<file path="config.mk">
export PLATFORM = sky130hd
export DESIGN_NAME = program_loader
export DESIGN_NICKNAME = d
export VERILOG_FILES = /design/src/rtl/program_loader_pkg.sv /design/src/rtl/program_loader_edge_detect_rise.sv /design/src/rtl/program_loader.sv
export SDC_FILE = /design/constraint.sdc
export NUM_CORES = 1
export LEC_CHECK = 0
export CORE_MARGIN = 2
export CORE_UTILIZATION = 60
export DETAILED_ROUTE_END_ITERATION = 12
export DONT_BUFFER_PORTS = 1
export GPL_ROUTABILITY_DRIVEN = 0
export PLACE_DENSITY = 0.76
export SLEW_MARGIN = 5
export SYNTH_ARGS = -nofsm -noshare
export SYNTH_HDL_FRONTEND = slang
export SYNTH_SLANG_ARGS = --single-unit
</file>
<file path="constraint.sdc">
create_clock -name clk -period 3.27 [get_ports clk]
set_input_delay 0.327 -clock clk [delete_from_list [all_inputs] [get_ports clk]]
set_output_delay 0.327 -clock clk [all_outputs]
set_load 0.05 [all_outputs]
</file>
<file path="src/rtl/program_loader_pkg.sv">
// Shared definitions for the program loader: default geometry and FSM state encodings.
package program_loader_pkg;

   localparam int PL_ADDR_W = 4;
   localparam int PL_DATA_W = 4;
   localparam int PL_DEPTH  = 16;

   typedef enum logic [1:0] {
      ST_IDLE  = 2'd0,
      ST_CLEAR = 2'd1,
      ST_LOAD  = 2'd2,
      ST_DONE  = 2'd3
   } state_e;

endpackage

</file>
<file path="src/rtl/program_loader_edge_detect_rise.sv">
// Registers a level input once and reports a one-cycle pulse on its rising edge.
module edge_detect_rise (
   input  logic clk,
   input  logic reset,
   input  logic sig_in,
   output logic pulse
);

   logic cur_q, cur_d;
   logic prev_q, prev_d;

   always_comb begin
      cur_d  = sig_in;
      prev_d = cur_q;
   end

   always_ff @(posedge clk) begin
      if (reset) begin
         cur_q  <= 1'b0;
         prev_q <= 1'b0;
      end else begin
         cur_q  <= cur_d;
         prev_q <= prev_d;
      end
   end

   assign pulse = cur_q & ~prev_q;

endmodule

</file>
<file path="src/rtl/program_loader.sv">
// Program memory writer: clears the RAM, accepts keyed-in words, then releases the CPU.
module program_loader
   import program_loader_pkg::*;
#(
   parameter int ADDR_W = PL_ADDR_W,
   parameter int DATA_W = PL_DATA_W,
   parameter int DEPTH  = PL_DEPTH
) (
   input  logic              clk,
   input  logic              reset,
   input  logic              start,
   input  logic              wr_btn,
   input  logic              finish,
   input  logic [DATA_W-1:0] data_in,
   output logic              mem_we,
   output logic [ADDR_W-1:0] mem_addr,
   output logic [DATA_W-1:0] mem_wdata,
   output logic              cpu_hold,
   output logic [ADDR_W:0]   word_count,
   output logic              full
);

   localparam logic [ADDR_W:0]   DEPTH_C   = (ADDR_W+1)'(DEPTH);
   localparam logic [ADDR_W-1:0] LAST_ADDR = ADDR_W'(DEPTH - 1);

   logic start_p, wr_p, fin_p;

   edge_detect_rise u_start_edge  (.clk(clk), .reset(reset), .sig_in(start),  .pulse(start_p));
   edge_detect_rise u_wr_edge     (.clk(clk), .reset(reset), .sig_in(wr_btn), .pulse(wr_p));
   edge_detect_rise u_finish_edge (.clk(clk), .reset(reset), .sig_in(finish), .pulse(fin_p));

   state_e              state_q, state_d;
   logic [ADDR_W-1:0]   addr_q, addr_d;
   logic [ADDR_W:0]     count_q, count_d;
   logic                mem_we_q, mem_we_d;
   logic [ADDR_W-1:0]   mem_addr_q, mem_addr_d;
   logic [DATA_W-1:0]   mem_wdata_q, mem_wdata_d;
   logic                cpu_hold_q, cpu_hold_d;
   logic                full_q, full_d;

   // Next-state, counter and write-port logic; all outputs are registered from here.
   always_comb begin
      state_d     = state_q;
      addr_d      = addr_q;
      count_d     = count_q;
      mem_we_d    = 1'b0;
      mem_addr_d  = mem_addr_q;
      mem_wdata_d = mem_wdata_q;
      cpu_hold_d  = cpu_hold_q;
      case (state_q)
         ST_IDLE, ST_DONE: begin
            cpu_hold_d = 1'b0;
            if (start_p) begin
               state_d    = ST_CLEAR;
               addr_d     = {ADDR_W{1'b0}};
               count_d    = {(ADDR_W+1){1'b0}};
               cpu_hold_d = 1'b1;
            end else begin
               state_d = state_q;
            end
         end
         ST_CLEAR: begin
            cpu_hold_d  = 1'b1;
            mem_we_d    = 1'b1;
            mem_addr_d  = addr_q;
            mem_wdata_d = {DATA_W{1'b0}};
            if (addr_q == LAST_ADDR) begin
               state_d = ST_LOAD;
               addr_d  = {ADDR_W{1'b0}};
            end else begin
               addr_d = addr_q + {{(ADDR_W-1){1'b0}}, 1'b1};
            end
         end
         ST_LOAD: begin
            cpu_hold_d = 1'b1;
            if (wr_p && (count_q < DEPTH_C)) begin
               mem_we_d    = 1'b1;
               mem_addr_d  = addr_q;
               mem_wdata_d = data_in;
               count_d     = count_q + {{ADDR_W{1'b0}}, 1'b1};
               if (addr_q != LAST_ADDR) begin
                  addr_d = addr_q + {{(ADDR_W-1){1'b0}}, 1'b1};
               end else begin
                  addr_d = addr_q;
               end
            end else begin
               mem_we_d = 1'b0;
            end
            // A same-cycle finish still lets the pending word land before leaving.
            if ((count_d == DEPTH_C) || fin_p) begin
               state_d    = ST_DONE;
               cpu_hold_d = 1'b0;
            end else begin
               state_d = ST_LOAD;
            end
         end
         default: begin
            state_d    = ST_IDLE;
            cpu_hold_d = 1'b0;
         end
      endcase
      full_d = (count_d == DEPTH_C);
   end

   // State and output registers with synchronous reset.
   always_ff @(posedge clk) begin
      if (reset) begin
         state_q     <= ST_IDLE;
         addr_q      <= {ADDR_W{1'b0}};
         count_q     <= {(ADDR_W+1){1'b0}};
         mem_we_q    <= 1'b0;
         mem_addr_q  <= {ADDR_W{1'b0}};
         mem_wdata_q <= {DATA_W{1'b0}};
         cpu_hold_q  <= 1'b0;
         full_q      <= 1'b0;
      end else begin
         state_q     <= state_d;
         addr_q      <= addr_d;
         count_q     <= count_d;
         mem_we_q    <= mem_we_d;
         mem_addr_q  <= mem_addr_d;
         mem_wdata_q <= mem_wdata_d;
         cpu_hold_q  <= cpu_hold_d;
         full_q      <= full_d;
      end
   end

   assign mem_we     = mem_we_q;
   assign mem_addr   = mem_addr_q;
   assign mem_wdata  = mem_wdata_q;
   assign cpu_hold   = cpu_hold_q;
   assign word_count = count_q;
   assign full       = full_q;

endmodule
</file>
# Yosys cells after proc, flatten, opt, wreduce, memory -nomap -nowiden
# Cells that the tools add are included.
# Widths: inputs -> output; s select.
# word_totals
latchBits	0
mem_count	0
input_bits	9
word_cells	64
ff_bits	28
rom_bits	0
mem_bits_rw	0
# classes
bitwise	6
eq_ne	11
multipliers	0
muxes	22
shift	0
reduce_logical	8
order_cmp	1
div	0
n_addsub	2
# op_table
cell	n
$mux 4	6
$pmux 4 s2	2
$mux 5	3
$pmux 4 s3	1
$eq 5x5->1 const B	2
$pmux 5 s2	1
$ne 2x2->1 const B	4
$pmux 2 s3	1
$add 5x1->5 const B	1
$lt 5x5->1 const B	1
$add 4x1->4 const B	1
$eq 2x2->1 const B	2
$eq 4x4->1 const B	1
$mux 1	4
$mux 2	2
$ne 4x4->1 const B	1
$reduce_and 2->1	2
$and 1x1->1	3
$not 1->1	3
$pmux 1 s3	1
$reduce_and 3->1	1
$eq 2x1->1 const B	1
$logic_not 2->1	1
$pmux 1 s2	1
4 further kinds	4

# Longest topological paths before layout
# Gate-level depths: netlist of the first run.
# logic_depth
depth_word	9
mapped_depth	7
ltp_nobuf	6

# Hierarchy
# Synthesis of the first run repeated with hierarchy kept, for this count alone.
# unflattened
hier_cells	138
area_unflattened_um2	1272.5
# modules_own_cells
mod	instances	seq_area_each_um2	cells_per_inst	area_per_inst_um2
program_loader	1	440.4	123	1088.5
edge_detect_rise	3	40.0	5	61.3

# Least setup slack after synthesis of the first run
# No wires, ideal clock.
# synth_path
path_type	flip-flop to flip-flop
from	register count_q[4] (netlist: word_count[4])
to	register addr_q[0]
setup_slack_ns	1.545
t_arrival_ns	1.630
setup_time_ns	0.096
path_buffers	2
synth_period_minus_slack_ns	1.725
path_stages_with_launch	6
cell_sequence	dfxtp_1 -> or3b_1 -> buf_2 -> a21o_1 -> buf_6 -> o41ai_2
# synth_between
elab_chain_len	4
# synth_rtl
item	line_no	source
start: declaration	program_loader.sv:34	logic [ADDR_W:0] count_q, count_d;
start signal: assignment	program_loader.sv:110	count_q <= {(ADDR_W+1){1'b0}};
start signal: assignment	program_loader.sv:119	count_q <= count_d;
$lt 5x5->1	program_loader.sv:76	if (wr_p && (count_q < DEPTH_C)) begin
$logic_and 1x1->1	program_loader.sv:76	
$ne 2x2->1 (no line)	-	
$reduce_and 3->1 (no line)	-	
end signal: assignment	program_loader.sv:109	addr_q <= {ADDR_W{1'b0}};
end signal: assignment	program_loader.sv:118	addr_q <= addr_d;
end: declaration	program_loader.sv:33	logic [ADDR_W-1:0] addr_q, addr_d;
# No other way between the ends.
# A chain may end at the register's enable or synchronous reset.

# Worst setup path after layout of the first run
# layout_path
from	register state_q[0]
to	register full_q (netlist: full)
# layout_between
elab_chain_len	4
elab_cells_between_ends	6
# layout_rtl
item	line_no	source
start: declaration	program_loader.sv:32	state_e state_q, state_d;
start signal: assignment	program_loader.sv:117	state_q <= state_d;
$eq 2x2->1 / $logic_not 2->1 (equally long branches)	program_loader.sv:50	case (state_q)
$reduce_or 2->1	program_loader.sv:50	
$pmux 5 s2 *	program_loader.sv:50	
$eq 5x5->1 *	program_loader.sv:102	full_d = (count_d == DEPTH_C);
end signal: assignment	program_loader.sv:124	full_q <= full_d;
end: declaration	program_loader.sv:39	logic full_q, full_d;
# Mark *: on every way between the ends. The rest lies on a longest branch, timed or not.

==> results of run 1 <==
[sequential cells by signal, summed over array words and instances (netlist names)]
| register | flops |
|---|---|
| word_count | 5 |
| addr_q | 4 |
| mem_addr | 4 |
| mem_wdata | 4 |
| state_q | 2 |
| cpu_hold | 1 |
| full | 1 |
| mem_we | 1 |
| u_finish_edge.cur_q | 1 |
| u_finish_edge.prev_q | 1 |
| u_start_edge.cur_q | 1 |
| u_start_edge.prev_q | 1 |
| u_wr_edge.cur_q | 1 |
| u_wr_edge.prev_q | 1 |
[area by class of cell]
cell class | instances | area share (%)
inverters | 5 | 1.38
flip-flops and latches | 28 | 41.1
well taps | 27 | 2.48
clock inverters | 1 | 2.20
multi-input cells | 108 | 51.2
clock buffers | 3 | 1.65
[per-layer routing]
layer | track usage (%) | up-vias | part of all wire (%) | routed length (microns)
met2 | 35.9 | 36 | 47 | 1260
met5 | 0 | - | 0 | 0
met1 | 33.3 | 492 | 46 | 1230
met3 | 4.68 | 4 | 5.0 | 134
met4 | 11.3 | 0 | 1.2 | 31
li1 | - | 531 | - | -
[logic make-up after synthesis]
kind of cell	synth area share [%]
compound gates	23.8
simple gates	25.3
buf+inv	4.73
fa+ha+maj	3.79
flops	42.4
[critical path, stage by stage (launching register included)]
cell	delay, ps
dfxtp_1	360
inv_1	60
ha_1	540
nor2b_1	380
and4_1	250
a31o_2	120
nor4b_1	320
[worst min path at each step]
stage,start,end,slack [ps]
final,reset,u_finish_edge.prev_q,40
after global routing,reset,u_start_edge.cur_q,20
after CTS,reset,addr_q[1],30
after detailed placement,reset,u_finish_edge.prev_q,400
after global placement,reset,u_finish_edge.prev_q,400
after floorplan,reset,u_wr_edge.prev_q,400
[per-stage QoR]
stage	std cells	total power, mW	instance area (sq um)	hold WS [ps]
final	172	0.976	1360	36.5
after global routing	172	1.04	1360	15.9
after CTS	172	0.981	1360	25.6
after detailed placement	168	0.755	1310	399
after global placement	168	0.739	1310	396
after floorplan	150	0.721	1320	399
[synth_stat cells (2+ instances only)]
master	n	share of area, %
nor3_1	2	0.76
o211ai_1	3	1.7
buf_1	3	0.85
a211o_1	2	1.3
a211oi_1	3	1.7
dfxtp_1	28	42
o21ai_0	2	0.76
ha_1	4	3.8
nor2_1	8	2.3
and3_1	3	1.4
a31oi_1	3	1.4
a21o_1	2	1.1
a21oi_1	16	6.1
nor2b_1	7	3.3
nand2_1	16	4.5
inv_1	5	1.4
buf_2	2	0.76
and2_1	2	0.95
nand3_1	8	3.0
clkbuf_1	3	0.85
nand2b_1	4	1.9
[power by group through the flow]
stage	Sequential [mW]	Combinational (mW)	Clock, mW
final	0.457	0.292	0.227
after global routing	0.461	0.331	0.245
after CTS	0.457	0.294	0.230
after detailed placement	0.465	0.290	0
after global placement	0.464	0.275	0
after floorplan	0.458	0.263	0
==> impl_metrics.ini, run 1 <==
[status]
outcome = completed

[clock_network]
clk_latency_ps = 330
cts_buffers = 3
h-tree-depth = 1
cts.clk_slew.worst_paths_ps = 140
cts_setup_buffers = 0
clock_sinks = 28
cts_tree = done
cts_resized = 0
cts_hold_buf = 0
clockBufferDepth = 2
ctsRootBufferMaster = clkbuf_4

[power_and_ir_drop]
power_per_cell_area_mw_per_mm2 = 716
combPwrFrac_pct = 29.9
p_seq_share_pct = 46.8
p_switching_mw = 0.378
clockPowerShare_pct = 23.3
total_leakage_power_nw = 0.491
internal_power_mw = 0.598
p_sw_share_pct = 38.7
vdd.ir_drop.worst_v = 0.000590

[detailed_routing]
vias_per_cell = 6.18
routedWlPerCell_microns = 15.5
first_pass_iters = 4
drt-total-wl_microns = 2660
ant_nets = 0
via_count = 1063
drt-initial-drc-count = 29
drc = 0

[sta]
rsz0062_at_grt = false
fmax_mhz = 467
finalSetupViolCount = 0
slew_viol_final = 0
worst_pin_slew_ps = 702
max-slew-margin-rel_pct = 53.1
timing.final.ws_setup_ps = 1130
setup_tns_ps = 0
min_period_ps = 2140
finalCritPeriodShare_pct = 65.5
hold_violations = 0
finalClockSkew_ps = 2.39

[setup_path]
critPathCaptureType = flop
worstReg2RegEnd = full
path_max_fanout = 18
critPathLaunchType = flop
cp.arrival_ps = 2360
required_ps = 3490
crit_start = state_q[0]
critPathKind = reg2reg
r2r_cells = 6
worstSetupEndpoint = full
r2r-start = state_q[0]
reg2reg_slack_ps = 1130

[cells_and_area]
nets = 159
fin_util_pct = 67.5
register_area_sq_um = 561
layout_commonest_cell = dfxtp_1
drive_gt1_share_pct = 6.90
layout-area-overhead-vs-synth_pct = 3.22
final_cell_mix = dfxtp_1 (28), a21oi_1 (16), nand2_1 (16)
n_fill_cell = 173
diodes = 0
multi_input_area_sq_um = 698

[synthesis]
syn_nets = 163
syn_avg_cell_area_sq_um = 8.81
synthArstFlopShare_pct = 0
ys_ff_latch = 28
synthCells = 150
synth_cell_types = 45
synth-edff-count = 0
ys_seq_area_share_pct = 42.4
synthesis.area_sq_mm = 0.00132
ys.flop_type = dfxtp_1
yosysWarnings = 0

[floorplan]
ios = 25
initial_core_util_pct = 65.3
coreArea_sq_mm = 0.00202
die_w_microns = 50.9
die_h_microns = 50.9
die_area_sq_mm = 0.00259
rows = 16

[grt]
first_global_vias = 1002
globalRouteTotalUtil_pct = 24.1
grt_first_pass_wirelength_microns = 4720
antenna_found_initial = 0
grt_max_degree = 25
overflow = 0

[worst_hold_path]
min_path_type = in2reg
whs_path_depth = 1

[placed_design]
dp_hpwl_microns = 1890
dpl_worst_slack_ps = 1180
port_buffers = 0

[run]
drv_cap = 0
Power figures use the tool's default switching activity.
==> run 2: changes to the inputs <==
==> constraint.sdc (replaced) <==
create_clock -name clk -period 2.2 [get_ports clk]
set_input_delay 0.22 -clock clk [delete_from_list [all_inputs] [get_ports clk]]
set_output_delay 0.22 -clock clk [all_outputs]
set_load 0.05 [all_outputs]
==> impl_metrics.ini, run 2 (synthesis results as in run 1) <==
[cells_and_area]
diodes = 0
final_cell_count_no_fill = 178
final_cell_mix = dfxtp_1 (28), a21oi_1 (16), nand2_1 (16)
layout_commonest_cell = dfxtp_1
multi_input_area_sq_um = 698
drive_gt1_share_pct = 9.27
nets = 166
n_fill_cell = 181
layout-area-overhead-vs-synth_pct = 5.30
largest_reg_flops = 5
register_area_sq_um = 561

[placed_design]
port_buffers = 0
dp_hpwl_microns = 1930
dpl_worst_slack_ps = 274
place_inst = 173

[clock_network]
cts_setup_buffers = 0
clk_latency_ps = 310
cts_buffers = 3
clock_sinks = 28
cts.clk_slew.worst_paths_ps = 130
clockBufferDepth = 2
ctsRootBufferMaster = clkbuf_4
h-tree-depth = 1
cts_tree = done

[grt]
antenna_found_initial = 0
overflow = 0
grt_first_pass_wirelength_microns = 4280
globalRouteTotalUtil_pct = 21.5
first_global_vias = 976
grt_max_degree = 22

[setup_path]
critPathLaunchType = flop
cp_num_cells = 6
critPathCaptureType = flop
path_cells = inv_1, ha_1, nor2b_1, and4_1, a31o_2, nor4b_1
r2r_cells = 6
crit_buf_inv = 1
path_max_fanout = 18
required_ps = 2430
path_delay_family = simple AND/OR/NAND/NOR gates
cp_slowest_cell = ha_1
cp.arrival_ps = 2220
critPathKind = reg2reg
cpPeakStageDelay_ps = 560

[detailed_routing]
met3_length_microns = 131
ant_nets = 0
drt-initial-drc-count = 28
via_count = 1109
drt-total-wl_microns = 2670
drc = 0
routedWlPerCell_microns = 15.0
vias_per_cell = 6.23
wl_met2_microns = 1280
first_pass_iters = 4
wl_met1_microns = 1250
dr.max_layer_used = met4

[sta]
setup_tns_ps = 0
finalCritPeriodShare_pct = 90.4
fin_hold_ws_ps = 24.9
max-slew-margin-rel_pct = 48.4
hold_violations = 0
min_period_ps = 1990
fmax_mhz = 503
finalClockSkew_ps = 1.69
finalSetupViolCount = 0
worst_pin_slew_ps = 772
slew_viol_final = 0
rsz0062_at_grt = false
timing.final.ws_setup_ps = 211

[worst_hold_path]
min_path_type = in2reg
whs_path_depth = 1

[run]
drv_cap = 0

[floorplan]
ios = 25
die_h_microns = 50.9
rows = 16
initial_core_util_pct = 65.3
coreArea_sq_mm = 0.00202
die_w_microns = 50.9
die_area_sq_mm = 0.00259

[power_and_ir_drop]
vdd.ir_drop.worst_v = 0.000716
total_leakage_power_nw = 0.512
power_per_cell_area_mw_per_mm2 = 951

[status]
outcome = completed
[run 2: path summary, 6_finish.rpt]
check | to | from | slack (ps)
max | full | state_q[0] | 210
max reg2reg | full | state_q[0] | 210
min | u_start_edge.cur_q | start | 20
min reg2reg | u_finish_edge.prev_q | u_finish_edge.cur_q | 470
[run 2: per-layer routing]
metal,GRT usage (%),up-vias
li1,-,547
met2,35.5,29
met4,7.66,0
met1,27.5,531
met5,0,-
met3,4.97,2
[run 2: worst register-to-register path: cells and delay by family, from the launching register on]
kind            cells  cell delay (ps)
fa+ha+maj           1              560
buf+inv             1               60
simple gates        3              830
compound gates      1              110
flops               1              350
[run 2: layout make-up]
| type | instances | share of cell area (%) |
|---|---|---|
| clock buffers | 3 | 1.62 |
| flip-flops and latches | 28 | 40.3 |
| repair buffers | 7 | 4.14 |
| well taps | 27 | 2.43 |
| inverters | 5 | 1.35 |
| multi-input cells | 108 | 50.2 |
[run 2: through the flow]
stage	utilization [%]	area, sq um	power, mW
after global routing	68.8	1390	1.40
after floorplan	-	1320	1.07
after detailed placement	66.7	1350	1.12
final	68.8	1390	1.32
after CTS	68.3	1380	1.33
after global placement	66.7	1350	1.10
[run 2: power by group]
part / total [mW] / leakage (nW) / switching [mW] / internal [mW]
Sequential: 0.672 / 0.228 / 0.116 / 0.556
Clock: 0.198 / 0.0138 / 0.134 / 0.0640
Combinational: 0.452 / 0.271 / 0.299 / 0.153
[run 2: what timing repair did]
action | CTS | global route
endpoints found under the hold margin | 21 | 1
gates resized for setup | 0 | 0
hold buffers | 1 | 1
